--- src/rtl/sort_host.sv ---
// Host-side controller for an 8-entry external sorter: loads a batch of
// bytes, starts the sort, waits for completion and streams the result out.
module sort_host #(
  parameter int WAIT_LIMIT = 255
) (
  input  logic       clk,
  input  logic       nrst,
  input  logic       in_valid,
  input  logic [7:0] in_data,
  output logic       in_ready,
  output logic       out_valid,
  output logic [7:0] out_data,
  output logic       out_last,
  input  logic       out_ready,
  output logic       s_wr,
  output logic [2:0] s_addr,
  output logic [7:0] s_datain,
  output logic       s_start,
  input  logic [7:0] s_dataout,
  input  logic       s_ready,
  output logic       busy,
  output logic       timeout
);

  typedef enum logic [2:0] {
    LOAD,
    START,
    WAIT_BUSY,
    WAIT_DONE,
    RD_ADDR,
    RD_CAP,
    EMIT
  } state_t;

  localparam logic [15:0] WLIM = 16'(WAIT_LIMIT - 1);

  state_t      state, state_nx;
  logic [2:0]  count, count_nx;
  logic [15:0] wcnt, wcnt_nx;
  logic [7:0]  data_q, data_nx;
  logic        valid_q, valid_nx;
  logic        last_q, last_nx;
  logic        tmo_q, tmo_nx;

  always_ff @(posedge clk or negedge nrst) begin
    if (!nrst) begin
      state   <= LOAD;
      count   <= 3'd0;
      wcnt    <= 16'd0;
      data_q  <= 8'd0;
      valid_q <= 1'b0;
      last_q  <= 1'b0;
      tmo_q   <= 1'b0;
    end else begin
      state   <= state_nx;
      count   <= count_nx;
      wcnt    <= wcnt_nx;
      data_q  <= data_nx;
      valid_q <= valid_nx;
      last_q  <= last_nx;
      tmo_q   <= tmo_nx;
    end
  end

  always_comb begin
    state_nx = state;
    count_nx = count;
    wcnt_nx  = wcnt;
    data_nx  = data_q;
    valid_nx = valid_q;
    last_nx  = last_q;
    tmo_nx   = tmo_q;
    in_ready = 1'b0;
    s_wr     = 1'b0;
    s_addr   = 3'd0;
    s_datain = 8'd0;
    s_start  = 1'b0;
    unique case (state)
      LOAD: begin
        // gated by nrst so the handshake is dead the instant reset asserts
        in_ready = s_ready & nrst;
        if (in_valid && in_ready) begin
          s_wr     = 1'b1;
          s_addr   = count;
          s_datain = in_data;
          tmo_nx   = 1'b0;
          if (count == 3'd7) begin
            count_nx = 3'd0;
            state_nx = START;
          end else begin
            count_nx = count + 3'd1;
          end
        end
      end
      START: begin
        s_start  = 1'b1;
        wcnt_nx  = 16'd0;
        state_nx = WAIT_BUSY;
      end
      WAIT_BUSY: begin
        if (!s_ready) begin
          wcnt_nx  = 16'd0;
          state_nx = WAIT_DONE;
        end else if (wcnt == 16'd3) begin
          state_nx = START;
        end else begin
          wcnt_nx = wcnt + 16'd1;
        end
      end
      WAIT_DONE: begin
        if (s_ready) begin
          count_nx = 3'd0;
          wcnt_nx  = 16'd0;
          state_nx = RD_ADDR;
        end else if (wcnt >= WLIM) begin
          tmo_nx   = 1'b1;
          count_nx = 3'd0;
          wcnt_nx  = 16'd0;
          state_nx = LOAD;
        end else if (wcnt != 16'hFFFF) begin
          wcnt_nx = wcnt + 16'd1;
        end
      end
      RD_ADDR: begin
        s_addr   = count;
        state_nx = RD_CAP;
      end
      RD_CAP: begin
        data_nx  = s_dataout;
        valid_nx = 1'b1;
        last_nx  = (count == 3'd7);
        state_nx = EMIT;
      end
      EMIT: begin
        if (out_ready) begin
          valid_nx = 1'b0;
          last_nx  = 1'b0;
          if (count == 3'd7) begin
            count_nx = 3'd0;
            state_nx = LOAD;
          end else begin
            count_nx = count + 3'd1;
            state_nx = RD_ADDR;
          end
        end
      end
      default: state_nx = LOAD;
    endcase
  end

  assign out_valid = valid_q;
  assign out_data  = data_q;
  assign out_last  = last_q;
  assign timeout   = tmo_q;
  assign busy      = !(state == LOAD && count == 3'd0);

endmodule

--- config.mk ---
export PLATFORM = sky130hd
export DESIGN_NAME = sort_host
export DESIGN_NICKNAME = d
export VERILOG_FILES = /design/src/rtl/sort_host.sv
export SDC_FILE = /design/constraint.sdc
export NUM_CORES = 1
export LEC_CHECK = 0
export CORE_MARGIN = 2
export CORE_UTILIZATION = 30
export CTS_BUF_LIST = sky130_fd_sc_hd__clkbuf_16
export CTS_CLUSTER_SIZE = 28
export DETAILED_ROUTE_END_ITERATION = 10
export GPL_ROUTABILITY_DRIVEN = 0
export GPL_TIMING_DRIVEN = 0
export PLACE_DENSITY = 0.64
export SYNTH_ARGS = -nofsm -noshare
export SYNTH_HDL_FRONTEND = slang
export SYNTH_SLANG_ARGS = --single-unit
--- constraint.sdc ---
create_clock -name clk -period 3.3 [get_ports clk]
set_input_delay 0.99 -clock clk [delete_from_list [all_inputs] [get_ports clk]]
set_output_delay 0.99 -clock clk [all_outputs]
set_load 0.005 [all_outputs]
==> impl_results.md <==
* Outcome: complete, no violations
* Longest Clk Path Bufs at 2
* Top FF cell, synth: dfrtp_1
* CTS HTree Levels at 2
* Worst path slowest cell: clkdlybuf4s50_1
* Worst min path class: reg -> reg
* Fraction of registers with async set or reset after synthesis at 100%
* Vias per cell at 4.96
* Antenna cells at 0
* Clk_lat worst skew at 0.28 ns
* Core area at 0.00599 mm2
* Most common cell in the netlist: dfrtp_1
* Final setup violating endpoints at 0
* CP Buf/Inv Count at 3
* Clock slew at reported path FFs at 0.05 ns
* Die X at 83.0 um
* DRC at 0
* Worst endpoint required time at 2.31 ns
* Drt wl/cell at 12.9 um
* Nets at 277
* Yosys reg bits at 33
* Net Count, Synth at 223
* Final worst path period need at 3.18 ns
* Max VDD drop at 542 uV
* Kind of end point of the critical path: output port
* Largest net degree at the start of global routing at 37
* DP Wirelength at 3040 um
* LEAKAGE at 1.12 nW
* Max stage delay on crit path at 0.50 ns
* Initial core utilization at 31.3%
* CTS root buf: clkbuf_16
* Placed Instance Area at 0.00242 mm2
* Met1 usage at 17.2%
* Remaining global-route overflow at 0
* Gr busiest metal: met2
* Register area share after synthesis at 44.1%
* Fmax at 314 MHz
* DRT iter0 DRCs at 68
* Post-Route WL at 4220 um
* Cell family with most CP delay: buffers and inverters
* Crit-path max FO at 36
* Rel. slew slack at 53.8%
* Maxcap violations at 0
* WP data arrival at 2.19 ns
* Met2 usage at 20.5%
* Worst-path cell chain: buf_16 > nand3_4 > nor2_4 > clkbuf_8 > and2_1 > clkdlybuf4s50_1
* Pre-CTS setup slack at -0.727 ns
* Synth warn at 0
* Worst Max-Slew Pin Slew at 0.692 ns
* Initial antenna violation count at 0
* Worst Slack Setup Final at 0.116 ns
* Clk_skew at 0.00244 ns
* Die ar. at 0.00689 mm2
* Synth Area per Inst at 9.51 um2
* TritonCTS clock tree: yes
* Grt met3 use at 3.48%
* Num Clock Sinks at 33
* Pwr Density at 724 mW/mm2
* WHS at 0.481 ns
* Share of cells above drive strength 1 at 15.1%
* Area contributors post-synth: dfrtp_1 (44%), mux2_2 (6.0%), nor2_1 (4.8%)
* Post-synth EDFFs at 0
* Top cell type's share of synthesized area at 44.1%
* Post-Syn Instances at 197
* Port bufs at 46
* Remaining antenna violation count after routing at 0
* Top-Level Pins at 47
* Vias in the first global route at 1,605
* Final period util at 96.5%
* Routed via count at 1,622
* Slew Limit Fails at 0
* Row count at 28
* Gr usage total at 13.0%
* RSZ-0062 raised after global routing: no
* First-pass DRT Iterations at 4
* Setup TNS at 0 ns
* Fin util at 44.3%
* Synth unique cells at 47
* Crit path launch type: primary input
* Commonest cells in the netlist: dfrtp_1 (33), nor2_1 (24), nand2_1 (22), mux2_2 (10)
* Area leader, netlist: dfrtp_1
* Die height at 83.0 um
* Mapped Area at 0.00187 mm2
* Crit Path Class: in -> out
* CTS Buf Count at 5
* Layout area overhead at 41.8%
* First-pass GRT wire length at 7350 um
* Design area at 0.00266 mm2
* Fin. Hold Viols at 0
[final timing paths]
path | start | endpoint | slack, ns | cells past startpoint
max | nrst | s_datain[7] | 0.12 | 6
min | out_valid$_DFFE_PN0P_ | out_valid$_DFFE_PN0P_ | 0.48 | 2
max reg2reg | wcnt[10]$_DFFE_PN0P_ | wcnt[7]$_DFFE_PN0P_ | 1.01 | 5
min reg2reg | out_valid$_DFFE_PN0P_ | out_valid$_DFFE_PN0P_ | 0.48 | 2
max in group asynchronous | nrst | state[2]$_DFFE_PN0P_ | 2.58 | 1
min in group asynchronous | nrst | wcnt[0]$_DFFE_PN0P_ | 0.53 | 1
[tightest hold or removal path, stage by stage, from the launching register on]
cell	delay [ns]
dfrtp_1	0.34
nand2_1	0.05
nand2_1	0.06
[final cells by class]
class                   instances  area [um2]
multi-input cells             152        1020
plain buffers                   5        32.5
repair buffers                 48         485
fillers                       573        3340
inverters                       6        22.5
clock inverters                 3        46.3
flip-flops and latches         33         826
well taps                      75        93.8
clock buffers                   5         125
[layout by cell type, fill, tap and decap left out, types with 2 or more instances in the layout]
master | Yosys | routed
nand2_1 | 22 | 22
clkbuf_16 | 0 | 5
o21bai_1 | 2 | 2
clkdlybuf4s50_1 | 0 | 42
mux2i_1 | 2 | 2
o31a_1 | 2 | 2
o211ai_1 | 4 | 4
nor2_1 | 24 | 23
mux2_2 | 10 | 10
dfrtp_1 | 33 | 33
ha_1 | 5 | 5
a21oi_1 | 4 | 4
nand4_1 | 4 | 4
o31ai_1 | 3 | 3
nand3_1 | 6 | 5
a31oi_1 | 3 | 3
xor2_1 | 4 | 4
xnor2_1 | 3 | 3
and2_1 | 9 | 9
or3_4 | 1 | 2
a41oi_1 | 2 | 2
nor3_1 | 9 | 9
inv_1 | 6 | 6
nor4_1 | 5 | 5
o21ai_0 | 6 | 6
buf_4 | 0 | 2
buf_2 | 3 | 4
[sequential cells by signal, summed over array words and instances (netlist names)]
register	count
out_data	8
timeout	1
wcnt	16
state	3
count	3
out_valid	1
out_last	1
[routing by layer]
layer,part of all wire [%],vias up
li1,-,817
met1,48,769
met2,47,31
met3,3.8,5
met4,1.5,0
met5,0,-
[metrics by stage]
| step | std cells | power [mW] |
|---|---|---|
| CTS | 328 | 1.94 |
| global placement | 318 | 1.37 |
| global route | 327 | 2.05 |
| detailed placement | 318 | 1.38 |
| floorplan | 197 | 1.05 |
| finish | 327 | 1.92 |
[where the power goes]
part	total [mW]	switching, mW	internal, mW	leakage, nW
sequential	0.603	0.0854	0.517	0.426
clock	0.536	0.179	0.357	0.0800
combinational	0.784	0.382	0.403	0.612
total	1.92	0.646	1.28	1.12
[cells by family after synthesis]
group,synth area share (%)
simple gates,27.0
compound gates,12.6
flops,44.1
buf+inv,2.60
mux,7.08
xor+xnor,3.27
fa+ha+maj,3.34
[what timing repair did]
action | CTS | global route
cloned | 1 | 0
setup endpoints to repair | 13 | 8
hold buffers | 0 | 0
endpoints found under the hold margin | 0 | 0
gates resized for setup | 15 | 8
setup buffers | 1 | 0
pin swaps | 1 | 0
No activity file was read; power rests on OpenSTA's default activity.
